### config.mk
export PLATFORM = sky130hd
export DESIGN_NAME = ddr_port_arbiter_flat
export DESIGN_NICKNAME = d
export VERILOG_FILES = /design/src/rtl/ddr_port_arbiter_if.sv /design/src/rtl/ddr_port_arbiter.sv /design/src/flat_wrapper.sv
export SDC_FILE = /design/constraint.sdc
export NUM_CORES = 2
export LEC_CHECK = 0
export ABC_AREA = 1
export ABC_CLOCK_PERIOD_IN_PS = 3500
export BUFFER_PORTS_ARGS = -buffer_cell sky130_fd_sc_hd__clkbuf_2
export CORE_AREA = 4 4 710 712
export DETAILED_ROUTE_END_ITERATION = 10
export DIE_AREA = 0 0 714 716
export HOLD_SLACK_MARGIN = 0.03
export SYNTH_ARGS = -nofsm -noshare
export SYNTH_HDL_FRONTEND = slang
export SYNTH_SLANG_ARGS = --single-unit
export TNS_END_PERCENT = 50
### constraint.sdc
create_clock -name clk -period 3.5 [get_ports clk]
set_input_delay 0.7 -clock clk [delete_from_list [all_inputs] [get_ports clk]]
set_output_delay 0.7 -clock clk [all_outputs]
set_load 0.05 [all_outputs]
### src/rtl/ddr_port_arbiter_if.sv
// ----------------------------------------------------------------------------
// ddr_port_arbiter_if
// Bus bundle around the shared avalon_mm_ddr control port.
//   Requester side : req_valid/req_wr/req_addr/req_wdata/req_be (flattened,
//                    slice i = [i*W +: W]) and rsp_done/rsp_err/rsp_rdata.
//   DDR side       : ddr_wr_rq/ddr_rd_rq/ddr_wr_adr/ddr_rd_adr/ddr_wr_data/
//                    ddr_be towards avalon_mm_ddr, ddr_rd_valid/ddr_rd_data/
//                    ddr_done back from it.
// Modports:
//   slave  - the arbiter's view (takes requests, drives the DDR command)
//   master - the surrounding system (requesters plus avalon_mm_ddr)
// ----------------------------------------------------------------------------
interface ddr_port_arbiter_if #(
    parameter int NUM_REQ = 3,
    parameter int ADDR_W  = 25,
    parameter int DATA_W  = 256,
    parameter int BE_W    = 32
);
    logic [NUM_REQ-1:0]        req_valid;
    logic [NUM_REQ-1:0]        req_wr;
    logic [NUM_REQ*ADDR_W-1:0] req_addr;
    logic [NUM_REQ*DATA_W-1:0] req_wdata;
    logic [NUM_REQ*BE_W-1:0]   req_be;
    logic [NUM_REQ-1:0]        rsp_done;
    logic [NUM_REQ-1:0]        rsp_err;
    logic [DATA_W-1:0]         rsp_rdata;

    logic                      ddr_wr_rq;
    logic                      ddr_rd_rq;
    logic [ADDR_W-1:0]         ddr_wr_adr;
    logic [ADDR_W-1:0]         ddr_rd_adr;
    logic [DATA_W-1:0]         ddr_wr_data;
    logic [BE_W-1:0]           ddr_be;
    logic                      ddr_rd_valid;
    logic [DATA_W-1:0]         ddr_rd_data;
    logic                      ddr_done;

    modport slave (
        input  req_valid, req_wr, req_addr, req_wdata, req_be,
        input  ddr_rd_valid, ddr_rd_data, ddr_done,
        output rsp_done, rsp_err, rsp_rdata,
        output ddr_wr_rq, ddr_rd_rq, ddr_wr_adr, ddr_rd_adr, ddr_wr_data, ddr_be
    );

    modport master (
        output req_valid, req_wr, req_addr, req_wdata, req_be,
        output ddr_rd_valid, ddr_rd_data, ddr_done,
        input  rsp_done, rsp_err, rsp_rdata,
        input  ddr_wr_rq, ddr_rd_rq, ddr_wr_adr, ddr_rd_adr, ddr_wr_data, ddr_be
    );
endinterface

### src/rtl/ddr_port_arbiter.sv
// ----------------------------------------------------------------------------
// ddr_port_arbiter
// Round-robin arbiter sharing the single avalon_mm_ddr control port between
// NUM_REQ requesters (DDR setup loader, packet replay reader, PCI access).
// One requester is granted at a time; its command is latched at grant, issued
// as a one-cycle wr/rd request, and the completion (plus read data) is
// returned to that owner only.
//
// Ports:
//   clk          system clock, everything on posedge
//   rst_n        synchronous reset, active low
//   cal_ok       DDR calibration done (already in clk domain); gates new grants
//   busy         1 from grant up to and including the rsp_done pulse
//   owner        index of current / last owner
//   timeout_err  sticky watchdog flag (0 without DDR_ARB_TIMEOUT_EN)
//   bus          ddr_port_arbiter_if.slave: requester and DDR-side signals
//
// Configuration macro:
//   DDR_ARB_TIMEOUT_EN  enables the WAIT watchdog (TIMEOUT_CYC cycles); when
//                       undefined WAIT waits forever and rsp_err/timeout_err
//                       are tied low.
// ----------------------------------------------------------------------------
module ddr_port_arbiter #(
    parameter int NUM_REQ     = 3,
    parameter int ADDR_W      = 25,
    parameter int DATA_W      = 256,
    parameter int BE_W        = 32,
    parameter int TIMEOUT_CYC = 1023
) (
    input  logic               clk,
    input  logic               rst_n,
    input  logic               cal_ok,
    output logic               busy,
    output logic [2:0]         owner,
    output logic               timeout_err,
    ddr_port_arbiter_if.slave  bus
);

    localparam int IDX_W = (NUM_REQ > 1) ? $clog2(NUM_REQ) : 1;
    localparam int CW    = IDX_W + 1;

    localparam logic [1:0] ST_IDLE  = 2'd0;
    localparam logic [1:0] ST_ISSUE = 2'd1;
    localparam logic [1:0] ST_WAIT  = 2'd2;
    localparam logic [1:0] ST_DONE  = 2'd3;

    // Elaboration-time guard on the supported configuration range.
    if (NUM_REQ < 2 || NUM_REQ > 8 || BE_W * 8 != DATA_W ||
        TIMEOUT_CYC < 1 || TIMEOUT_CYC > 1023) begin : g_bad_cfg
        $error("ddr_port_arbiter: unsupported parameter set");
    end

    logic [1:0]          state;
    logic [IDX_W-1:0]    rr_ptr;
    logic [2:0]          owner_q;
    logic                busy_q;
    logic                op_wr;
    logic                rd_seen;
    logic                done_seen;
    logic [NUM_REQ-1:0]  rsp_done_q;
    logic [DATA_W-1:0]   rsp_rdata_q;
    logic                wr_rq_q;
    logic                rd_rq_q;
    logic [ADDR_W-1:0]   wr_adr_q;
    logic [ADDR_W-1:0]   rd_adr_q;
    logic [DATA_W-1:0]   wr_data_q;
    logic [BE_W-1:0]     be_q;

    // Arbitration: first pending request at or above rr_ptr, wrapping.
    logic                grant_found;
    logic [IDX_W-1:0]    grant_idx;
    logic [CW-1:0]       cand;

    always_comb begin
        grant_found = 1'b0;
        grant_idx   = '0;
        cand        = '0;
        for (int unsigned i = 0; i < NUM_REQ; i++) begin
            cand = CW'(rr_ptr) + CW'(i);
            if (cand >= CW'(NUM_REQ)) begin
                cand = cand - CW'(NUM_REQ);
            end
            if (!grant_found && bus.req_valid[cand[IDX_W-1:0]]) begin
                grant_found = 1'b1;
                grant_idx   = cand[IDX_W-1:0];
            end
        end
    end

    logic                g_wr;
    logic [ADDR_W-1:0]   g_addr;
    logic [DATA_W-1:0]   g_wdata;
    logic [BE_W-1:0]     g_be;

    assign g_wr    = bus.req_wr[grant_idx];
    assign g_addr  = bus.req_addr[grant_idx*ADDR_W +: ADDR_W];
    assign g_wdata = bus.req_wdata[grant_idx*DATA_W +: DATA_W];
    assign g_be    = bus.req_be[grant_idx*BE_W +: BE_W];

    // A read needs both its data beat and action_done; the sticky flags
    // cover either ordering, and the live inputs cover same-cycle arrival.
    logic rd_hit;
    logic dn_hit;
    logic op_complete;

    assign rd_hit      = rd_seen | bus.ddr_rd_valid;
    assign dn_hit      = done_seen | bus.ddr_done;
    assign op_complete = op_wr ? dn_hit : (rd_hit & dn_hit);

    logic [NUM_REQ-1:0]  owner_onehot;
    logic [IDX_W-1:0]    rr_next;

    assign owner_onehot = NUM_REQ'(1) << owner_q;
    assign rr_next      = (owner_q == 3'(NUM_REQ - 1)) ? '0 : IDX_W'(owner_q + 3'd1);

`ifdef DDR_ARB_TIMEOUT_EN
    localparam logic [9:0] WD_LAST = 10'(TIMEOUT_CYC - 1);

    logic [9:0]          wd_cnt;
    logic [NUM_REQ-1:0]  rsp_err_q;
    logic                tmo_q;
`endif

    always_ff @(posedge clk) begin
        if (!rst_n) begin
            state       <= ST_IDLE;
            rr_ptr      <= '0;
            owner_q     <= '0;
            busy_q      <= 1'b0;
            op_wr       <= 1'b0;
            rd_seen     <= 1'b0;
            done_seen   <= 1'b0;
            rsp_done_q  <= '0;
            rsp_rdata_q <= '0;
            wr_rq_q     <= 1'b0;
            rd_rq_q     <= 1'b0;
            wr_adr_q    <= '0;
            rd_adr_q    <= '0;
            wr_data_q   <= '0;
            be_q        <= '0;
`ifdef DDR_ARB_TIMEOUT_EN
            wd_cnt      <= '0;
            rsp_err_q   <= '0;
            tmo_q       <= 1'b0;
`endif
        end else begin
            wr_rq_q    <= 1'b0;
            rd_rq_q    <= 1'b0;
            rsp_done_q <= '0;
`ifdef DDR_ARB_TIMEOUT_EN
            rsp_err_q  <= '0;
`endif
            case (state)
                ST_IDLE: begin
                    if (cal_ok && grant_found) begin
                        owner_q   <= 3'(grant_idx);
                        busy_q    <= 1'b1;
                        op_wr     <= g_wr;
                        rd_seen   <= 1'b0;
                        done_seen <= 1'b0;
                        if (g_wr) begin
                            wr_adr_q  <= g_addr;
                            wr_data_q <= g_wdata;
                            be_q      <= g_be;
                        end else begin
                            rd_adr_q  <= g_addr;
                        end
                        state <= ST_ISSUE;
                    end
                end

                ST_ISSUE: begin
                    wr_rq_q <= op_wr;
                    rd_rq_q <= ~op_wr;
                    if (bus.ddr_done) begin
                        done_seen <= 1'b1;
                    end
                    if (!op_wr && bus.ddr_rd_valid) begin
                        rd_seen     <= 1'b1;
                        rsp_rdata_q <= bus.ddr_rd_data;
                    end
`ifdef DDR_ARB_TIMEOUT_EN
                    wd_cnt <= '0;
`endif
                    state <= ST_WAIT;
                end

                ST_WAIT: begin
                    if (bus.ddr_done) begin
                        done_seen <= 1'b1;
                    end
                    if (!op_wr && bus.ddr_rd_valid) begin
                        rd_seen     <= 1'b1;
                        rsp_rdata_q <= bus.ddr_rd_data;
                    end
                    if (op_complete) begin
                        rsp_done_q <= owner_onehot;
                        if (op_wr) begin
                            rsp_rdata_q <= '0;
                        end
                        state <= ST_DONE;
                    end
`ifdef DDR_ARB_TIMEOUT_EN
                    // Completion wins over an expiring watchdog in the same cycle.
                    else if (wd_cnt == WD_LAST) begin
                        rsp_done_q  <= owner_onehot;
                        rsp_err_q   <= owner_onehot;
                        rsp_rdata_q <= '0;
                        tmo_q       <= 1'b1;
                        state       <= ST_DONE;
                    end else begin
                        wd_cnt <= wd_cnt + 10'd1;
                    end
`endif
                end

                ST_DONE: begin
                    busy_q <= 1'b0;
                    rr_ptr <= rr_next;
                    state  <= ST_IDLE;
                end

                default: state <= ST_IDLE;
            endcase
        end
    end

    assign busy            = busy_q;
    assign owner           = owner_q;
    assign bus.rsp_done    = rsp_done_q;
    assign bus.rsp_rdata   = rsp_rdata_q;
    assign bus.ddr_wr_rq   = wr_rq_q;
    assign bus.ddr_rd_rq   = rd_rq_q;
    assign bus.ddr_wr_adr  = wr_adr_q;
    assign bus.ddr_rd_adr  = rd_adr_q;
    assign bus.ddr_wr_data = wr_data_q;
    assign bus.ddr_be      = be_q;

`ifdef DDR_ARB_TIMEOUT_EN
    assign bus.rsp_err     = rsp_err_q;
    assign timeout_err     = tmo_q;
`else
    assign bus.rsp_err     = '0;
    assign timeout_err     = 1'b0;
`endif

endmodule
### src/flat_wrapper.sv
// flat-port wrapper written by rule: the top's interface ports become plain ports
module ddr_port_arbiter_flat 
#(
    parameter int NUM_REQ     = 3,
    parameter int ADDR_W      = 25,
    parameter int DATA_W      = 256,
    parameter int BE_W        = 32,
    parameter int TIMEOUT_CYC = 1023
)
  (clk, rst_n, cal_ok, busy, owner, timeout_err, bus_req_valid, bus_req_wr, bus_req_addr, bus_req_wdata, bus_req_be, bus_ddr_rd_valid, bus_ddr_rd_data, bus_ddr_done, bus_rsp_done, bus_rsp_err, bus_rsp_rdata, bus_ddr_wr_rq, bus_ddr_rd_rq, bus_ddr_wr_adr, bus_ddr_rd_adr, bus_ddr_wr_data, bus_ddr_be);
  ddr_port_arbiter_if #(.NUM_REQ(NUM_REQ), .ADDR_W(ADDR_W), .DATA_W(DATA_W), .BE_W(BE_W)) bus_i ();
  input  logic clk;
  input  logic rst_n;
  input  logic cal_ok;
  output logic busy;
  output logic [2:0] owner;
  output logic timeout_err;
  input wire logic [$bits(bus_i.req_valid)-1:0] bus_req_valid;
  input wire logic [$bits(bus_i.req_wr)-1:0] bus_req_wr;
  input wire logic [$bits(bus_i.req_addr)-1:0] bus_req_addr;
  input wire logic [$bits(bus_i.req_wdata)-1:0] bus_req_wdata;
  input wire logic [$bits(bus_i.req_be)-1:0] bus_req_be;
  input wire logic [$bits(bus_i.ddr_rd_valid)-1:0] bus_ddr_rd_valid;
  input wire logic [$bits(bus_i.ddr_rd_data)-1:0] bus_ddr_rd_data;
  input wire logic [$bits(bus_i.ddr_done)-1:0] bus_ddr_done;
  output wire logic [$bits(bus_i.rsp_done)-1:0] bus_rsp_done;
  output wire logic [$bits(bus_i.rsp_err)-1:0] bus_rsp_err;
  output wire logic [$bits(bus_i.rsp_rdata)-1:0] bus_rsp_rdata;
  output wire logic [$bits(bus_i.ddr_wr_rq)-1:0] bus_ddr_wr_rq;
  output wire logic [$bits(bus_i.ddr_rd_rq)-1:0] bus_ddr_rd_rq;
  output wire logic [$bits(bus_i.ddr_wr_adr)-1:0] bus_ddr_wr_adr;
  output wire logic [$bits(bus_i.ddr_rd_adr)-1:0] bus_ddr_rd_adr;
  output wire logic [$bits(bus_i.ddr_wr_data)-1:0] bus_ddr_wr_data;
  output wire logic [$bits(bus_i.ddr_be)-1:0] bus_ddr_be;
  assign bus_i.req_valid = bus_req_valid;
  assign bus_i.req_wr = bus_req_wr;
  assign bus_i.req_addr = bus_req_addr;
  assign bus_i.req_wdata = bus_req_wdata;
  assign bus_i.req_be = bus_req_be;
  assign bus_i.ddr_rd_valid = bus_ddr_rd_valid;
  assign bus_i.ddr_rd_data = bus_ddr_rd_data;
  assign bus_i.ddr_done = bus_ddr_done;
  assign bus_rsp_done = bus_i.rsp_done;
  assign bus_rsp_err = bus_i.rsp_err;
  assign bus_rsp_rdata = bus_i.rsp_rdata;
  assign bus_ddr_wr_rq = bus_i.ddr_wr_rq;
  assign bus_ddr_rd_rq = bus_i.ddr_rd_rq;
  assign bus_ddr_wr_adr = bus_i.ddr_wr_adr;
  assign bus_ddr_rd_adr = bus_i.ddr_rd_adr;
  assign bus_ddr_wr_data = bus_i.ddr_wr_data;
  assign bus_ddr_be = bus_i.ddr_be;
  ddr_port_arbiter #(.NUM_REQ(NUM_REQ), .ADDR_W(ADDR_W), .DATA_W(DATA_W), .BE_W(BE_W), .TIMEOUT_CYC(TIMEOUT_CYC)) u_core (.clk(clk), .rst_n(rst_n), .cal_ok(cal_ok), .busy(busy), .owner(owner), .timeout_err(timeout_err), .bus(bus_i));
endmodule
# [After elaboration in Yosys (flattened, before gate mapping)]
# Index checks and enable logic that the tools add are counted.
[totals] regBits=609 latch_bits=0 ramBits=0 mem_bits_ro=0 out_inout_bits=607 word_cells=100 n_memories=0
[classes] n_addsub=6 mul=1 div_mod_pow=0 magnitude_cmp=7 eq_ne=8 shift=4 mux=33 bitwise=5 reduce_logical=21
[op_table] cell="$mux W256" count=3
[op_table] cell="$shiftx A768 B11 Y256" count=1
[op_table] cell="$pmux W256 S2" count=1
[op_table] cell="$shiftx A96 B8 Y32" count=1
[op_table] cell="$shiftx A75 B8 Y25" count=1
[op_table] cell="$mux W2" count=9
[op_table] cell="$reduce_and A3 Y1" count=5
[op_table] cell="$lt A2 B3 Y1 const B" count=4
[op_table] cell="$mux W1" count=12
[op_table] cell="$bmux W1 S2" count=4
[op_table] cell="$ne A2 B1 Y1 const B" count=4
[op_table] cell="$pmux W2 S4" count=1
[op_table] cell="$reduce_and A2 Y1" count=4
[op_table] cell="$mul A2 B5 Y7 const B" count=1
[op_table] cell="$eq A2 B2 Y1 const B" count=3
[op_table] cell="$ge A3 B2 Y1 const B" count=2
[op_table] cell="$pmux W1 S2" count=3
[op_table] cell="$reduce_bool A2 Y1" count=3
[op_table] cell="$sub A2 B2 Y2 const B" count=3
[op_table] cell="$logic_and A1 B1 Y1" count=4
[op_table] cell="$add A2 B1 Y3 const B" count=1
[op_table] cell="$add A2 B2 Y3 const B" count=1
[op_table] cell="$logic_not A1 Y1" count=3
[op_table] cell="$shl A1 B2 Y3 const A" count=1
[op_table] cell="other kinds (8)" count=10

# [Longest topological paths before layout]
[depth] ltp_word=15 mapped_depth=19 ltp_nobuf=16

# [Worst setup path after synthesis]
# No wires, ideal clock.
[synth_path] path_type="flip-flop to flip-flop" from="register u_core.rr_ptr[0]" to="register u_core.wr_data_q[176], in the netlist u_core.bus.ddr_wr_data[176]" setup_time_ns=0.113 arrival_time_ns=2.306 required_time_ns=3.387 setup_slack_ns=1.081 path_stages_with_launch=19 path_buffers=4 period_less_slack_ns=2.419 path_cell_list="dfxtp_1 inv_1 ha_1 inv_2 nand2_1 nand3_1 nand2_1 nand3_1 nand3_1 buf_4 nand2_2 nand2_1 nand3_1 nand3_2 buf_4 buf_6 buf_4 nor2_1 nor2_1"
[synth_via] elab_chain_len=14
[synth_lines] element="start, declared" line="ddr_port_arbiter.sv:54" source="logic [IDX_W-1:0] rr_ptr;"
[synth_lines] element="start signal, assigned" line="ddr_port_arbiter.sv:219" source="rr_ptr <= rr_next;"
[synth_lines] element="parallel branches: the longest is 14 deep, another holds $add A2 B1 Y3"
[synth_lines] element="end signal, assigned" line="ddr_port_arbiter.sv:163" source="wr_data_q <= g_wdata;"
[synth_lines] element="end, declared" line="ddr_port_arbiter.sv:66" source="logic [DATA_W-1:0] wr_data_q;"
# Several ways; the timed one is not identified. The select of a mux whose other input is x is not followed.
# A chain may end at the register's enable or synchronous reset.

# [Final worst setup path]
[layout_path] from="register u_core.rr_ptr[0]" to="register u_core.wr_data_q[207], in the netlist u_core.bus.ddr_wr_data[207]"
# The elaborated chain is that of the path after synthesis.

==> results.json <==
{
  "crit_chain": "inv_1 -> ha_1 -> inv_2 -> nand3_1 -> nand2_1 -> nand3_1 -> nor2_1 -> nor2_4 -> buf_12 -> inv_8 -> nand2_1 -> nand3_4 -> buf_12 -> buf_12 -> buf_4 -> nand2_1 -> nand2_1 -> nor2_1",
  "crit_fanout": 42,
  "wire_per_inst_um": 32.2,
  "maxCapViolCount": 0,
  "syn_avg_cell_area_um2": 6.64,
  "core_mm2": 0.497,
  "wl_um": 428000,
  "cpMaxStageDelayCell": "dfxtp_1",
  "first_pass_iters": 5,
  "syn_area_mm2": 0.0301,
  "ios": 1813,
  "h-tree-depth": 3,
  "grt_usage_pct": 16.0,
  "post-route-min-period_ns": 3.25,
  "via_per_inst": 3.06,
  "antenna_found_initial": 555,
  "cts-root-buf": "clkbuf_16",
  "start_util_pct": 6.06,
  "syn_to_final_growth_pct": 74.7,
  "crit_path_end_kind": "flop",
  "dp_hpwl_um": 385000,
  "yosysWarnings": 0,
  "grt_max_degree": 96,
  "p_leak_nw": 25.0,
  "dr.first_iter.drc_count": 3319,
  "synth-seq-area-share_pct": 40.5,
  "status": "finished, final reports clean",
  "drive_gt1_share_pct": 32.8,
  "path_buf_inv": 7,
  "finalMaxSlewViolations": 0,
  "slowest_delay_ns": 0.39,
  "path_clk_slew_ns": 0.07,
  "final_util_pct": 10.6,
  "cp_common_cell": "nand2_1",
  "final_cell_mix": "clkbuf_2 (1806), nand2_1 (1018), nor2_1 (942)",
  "clock_path_buffers": 4,
  "min_path_type": "in -> reg",
  "vias": 40700,
  "port_buffers": 1807,
  "final_common_cell": "clkbuf_2",
  "rsz0062_at_grt": "false",
  "fillCellCount": 58600,
  "criticalPathCategory": "reg -> reg",
  "globalRouteOverflowTotal": 0,
  "r2r_slack_ns": 0.25,
  "cts_tree": "yes",
  "critical_path.startpoint_type": "flop",
  "finalSetupViolCount": 0,
  "required_ns": 4.15,
  "powerDensity_mw_per_mm2": 852,
  "grt_pass1_vias": 37500,
  "tightest_slew_ns": 0.868,
  "row_count": 259,
  "synth_cells": 4537,
  "grt_pass1_wl_um": 507000,
  "die_h_um": 716,
  "report.final.hold_viol_count": 0,
  "yosysUniqueCellTypes": 27,
  "fin_skew_ns": 0.0782,
  "tns_ns": 0,
  "clk-insertion-delay-late_ns": 0.83,
  "finish.net_count": 7589,
  "worstPathArrival_ns": 3.90,
  "drc": 0,
  "vdd.ir_drop.worst_mv": 0.406,
  "max_freq_ghz": 0.307,
  "place_congestion": 1.06,
  "cp_top_family": "simple AND/OR/NAND/NOR gates",
  "period_share_pct": 93.0,
  "relSlewSlack_pct": 42.4,
  "ys_ff_latch": 609,
  "ant_nets": 0,
  "die_area_mm2": 0.511,
  "cts_buffers": 94,
  "die_w_um": 714,
  "cts_sinks": 609
}
layer usage:
metal	up-vias	GRT usage (%)	part of all wire [%]
met4	246	8.33	6.1
li1	18200	-	-
met2	2590	27.5	48
met3	1183	9.59	14
met5	-	0	0.38
met1	18400	14.9	32
synthesized netlist by cell type:
cell,number,area share (%)
a21oi_1,322,5.4
a31oi_1,1,0.021
buf_1,33,0.41
buf_2,61,1.0
buf_4,17,0.42
buf_6,12,0.45
clkbuf_1,223,2.8
clkinv_1,1,0.012
conb_1,1,0.012
dfxtp_1,609,40
ha_1,9,0.37
inv_1,360,4.5
inv_2,6,0.075
mux2i_1,256,8.5
nand2_1,1019,13
nand2_2,2,0.042
nand3_1,18,0.30
nand3_2,1,0.033
nand4_1,2,0.042
nor2_1,943,12
nor3_1,2,0.033
nor4_1,1,0.021
o211ai_1,1,0.025
o21ai_0,343,5.7
o21ai_1,292,4.9
o31a_1,1,0.029
o41ai_1,1,0.029
cell families (layout without fill, tap and decap cells):
family                     Yosys count  in the layout  share of synthesized area, %
other                                1            190                        0.0125
muxes                              256            256                          8.51
AOI/OAI and AO/OA                  961            961                          16.0
buffers and inverters              713           2613                          9.66
DFF                                609            609                          40.5
and+or+nand+nor                   1988           1988                          24.9
adders and majority gates            9              9                         0.374
path summary, 6_finish.rpt:
kind,start,end,cells past startpoint
setup / recovery,u_core.rr_ptr[0],u_core.bus.ddr_wr_data[207],18
hold / removal,bus_ddr_rd_data[30],u_core.bus.rsp_rdata[30],3
setup reg to reg,u_core.rr_ptr[0],u_core.bus.ddr_wr_data[207],18
hold reg to reg,u_core.done_seen,u_core.done_seen,2
report_power, final:
part	internal (W)	switching [W]	leakage [nW]
Combinational	0.00621	0.0187	18.5
Clock	0.00586	0.00422	1.50
Sequential	0.00875	0.00102	4.97
area by class of cell:
type                       count  area [µm²]  share of cell area (%)
multi-input combinational   3219       15100                    28.7
sequential                   609       12200                    23.2
timing repair buffer        2083       12000                    22.9
tap                         6655        8330                    15.8
clock buffer                 125        2630                    5.00
inverter                     367        1390                    2.63
clock inverter                38         478                   0.909
antenna                      185         463                   0.880
tightest hold or removal path, cell delays in order:
cell and delay [ns]:
clkbuf_2 0.13, mux2i_1 0.07, nor2_1 0.09
timing repair:
action	4_1_cts	5_1_grt
setup endpoints to repair	0	8
resized for setup	0	2
buffers inserted	0	1
hold buffers	130	0
endpoints found under the hold margin	130	0
registers in the layout, summed over array words and instances (netlist names):
signal	cells
u_core.op_wr	1
u_core.busy	1
u_core.done_seen	1
u_core.bus.rsp_rdata	256
u_core.state	2
u_core.bus.ddr_wr_data	256
u_core.bus.ddr_be	32
u_core.bus.ddr_rd_adr	25
u_core.bus.ddr_wr_rq	1
u_core.bus.ddr_wr_adr	25
u_core.owner	2
u_core.rd_seen	1
u_core.bus.rsp_done	3
u_core.rr_ptr	2
u_core.bus.ddr_rd_rq	1
through the flow:
stage	power, W	hold WS, ns	instances	cell area (µm²)	setup WS (ns)
after floorplan	0.0246	0.439	4541	30100	1.08
after global placement	0.0349	0.452	12800	47700	0.196
after detailed placement	0.0350	0.456	12800	47700	0.190
after CTS	0.0457	0.0307	13100	52100	0.0622
after global routing	0.0474	0.0731	13200	52400	0.00432
final	0.0448	0.125	13300	52600	0.245
(Power assumes the default switching activity.)
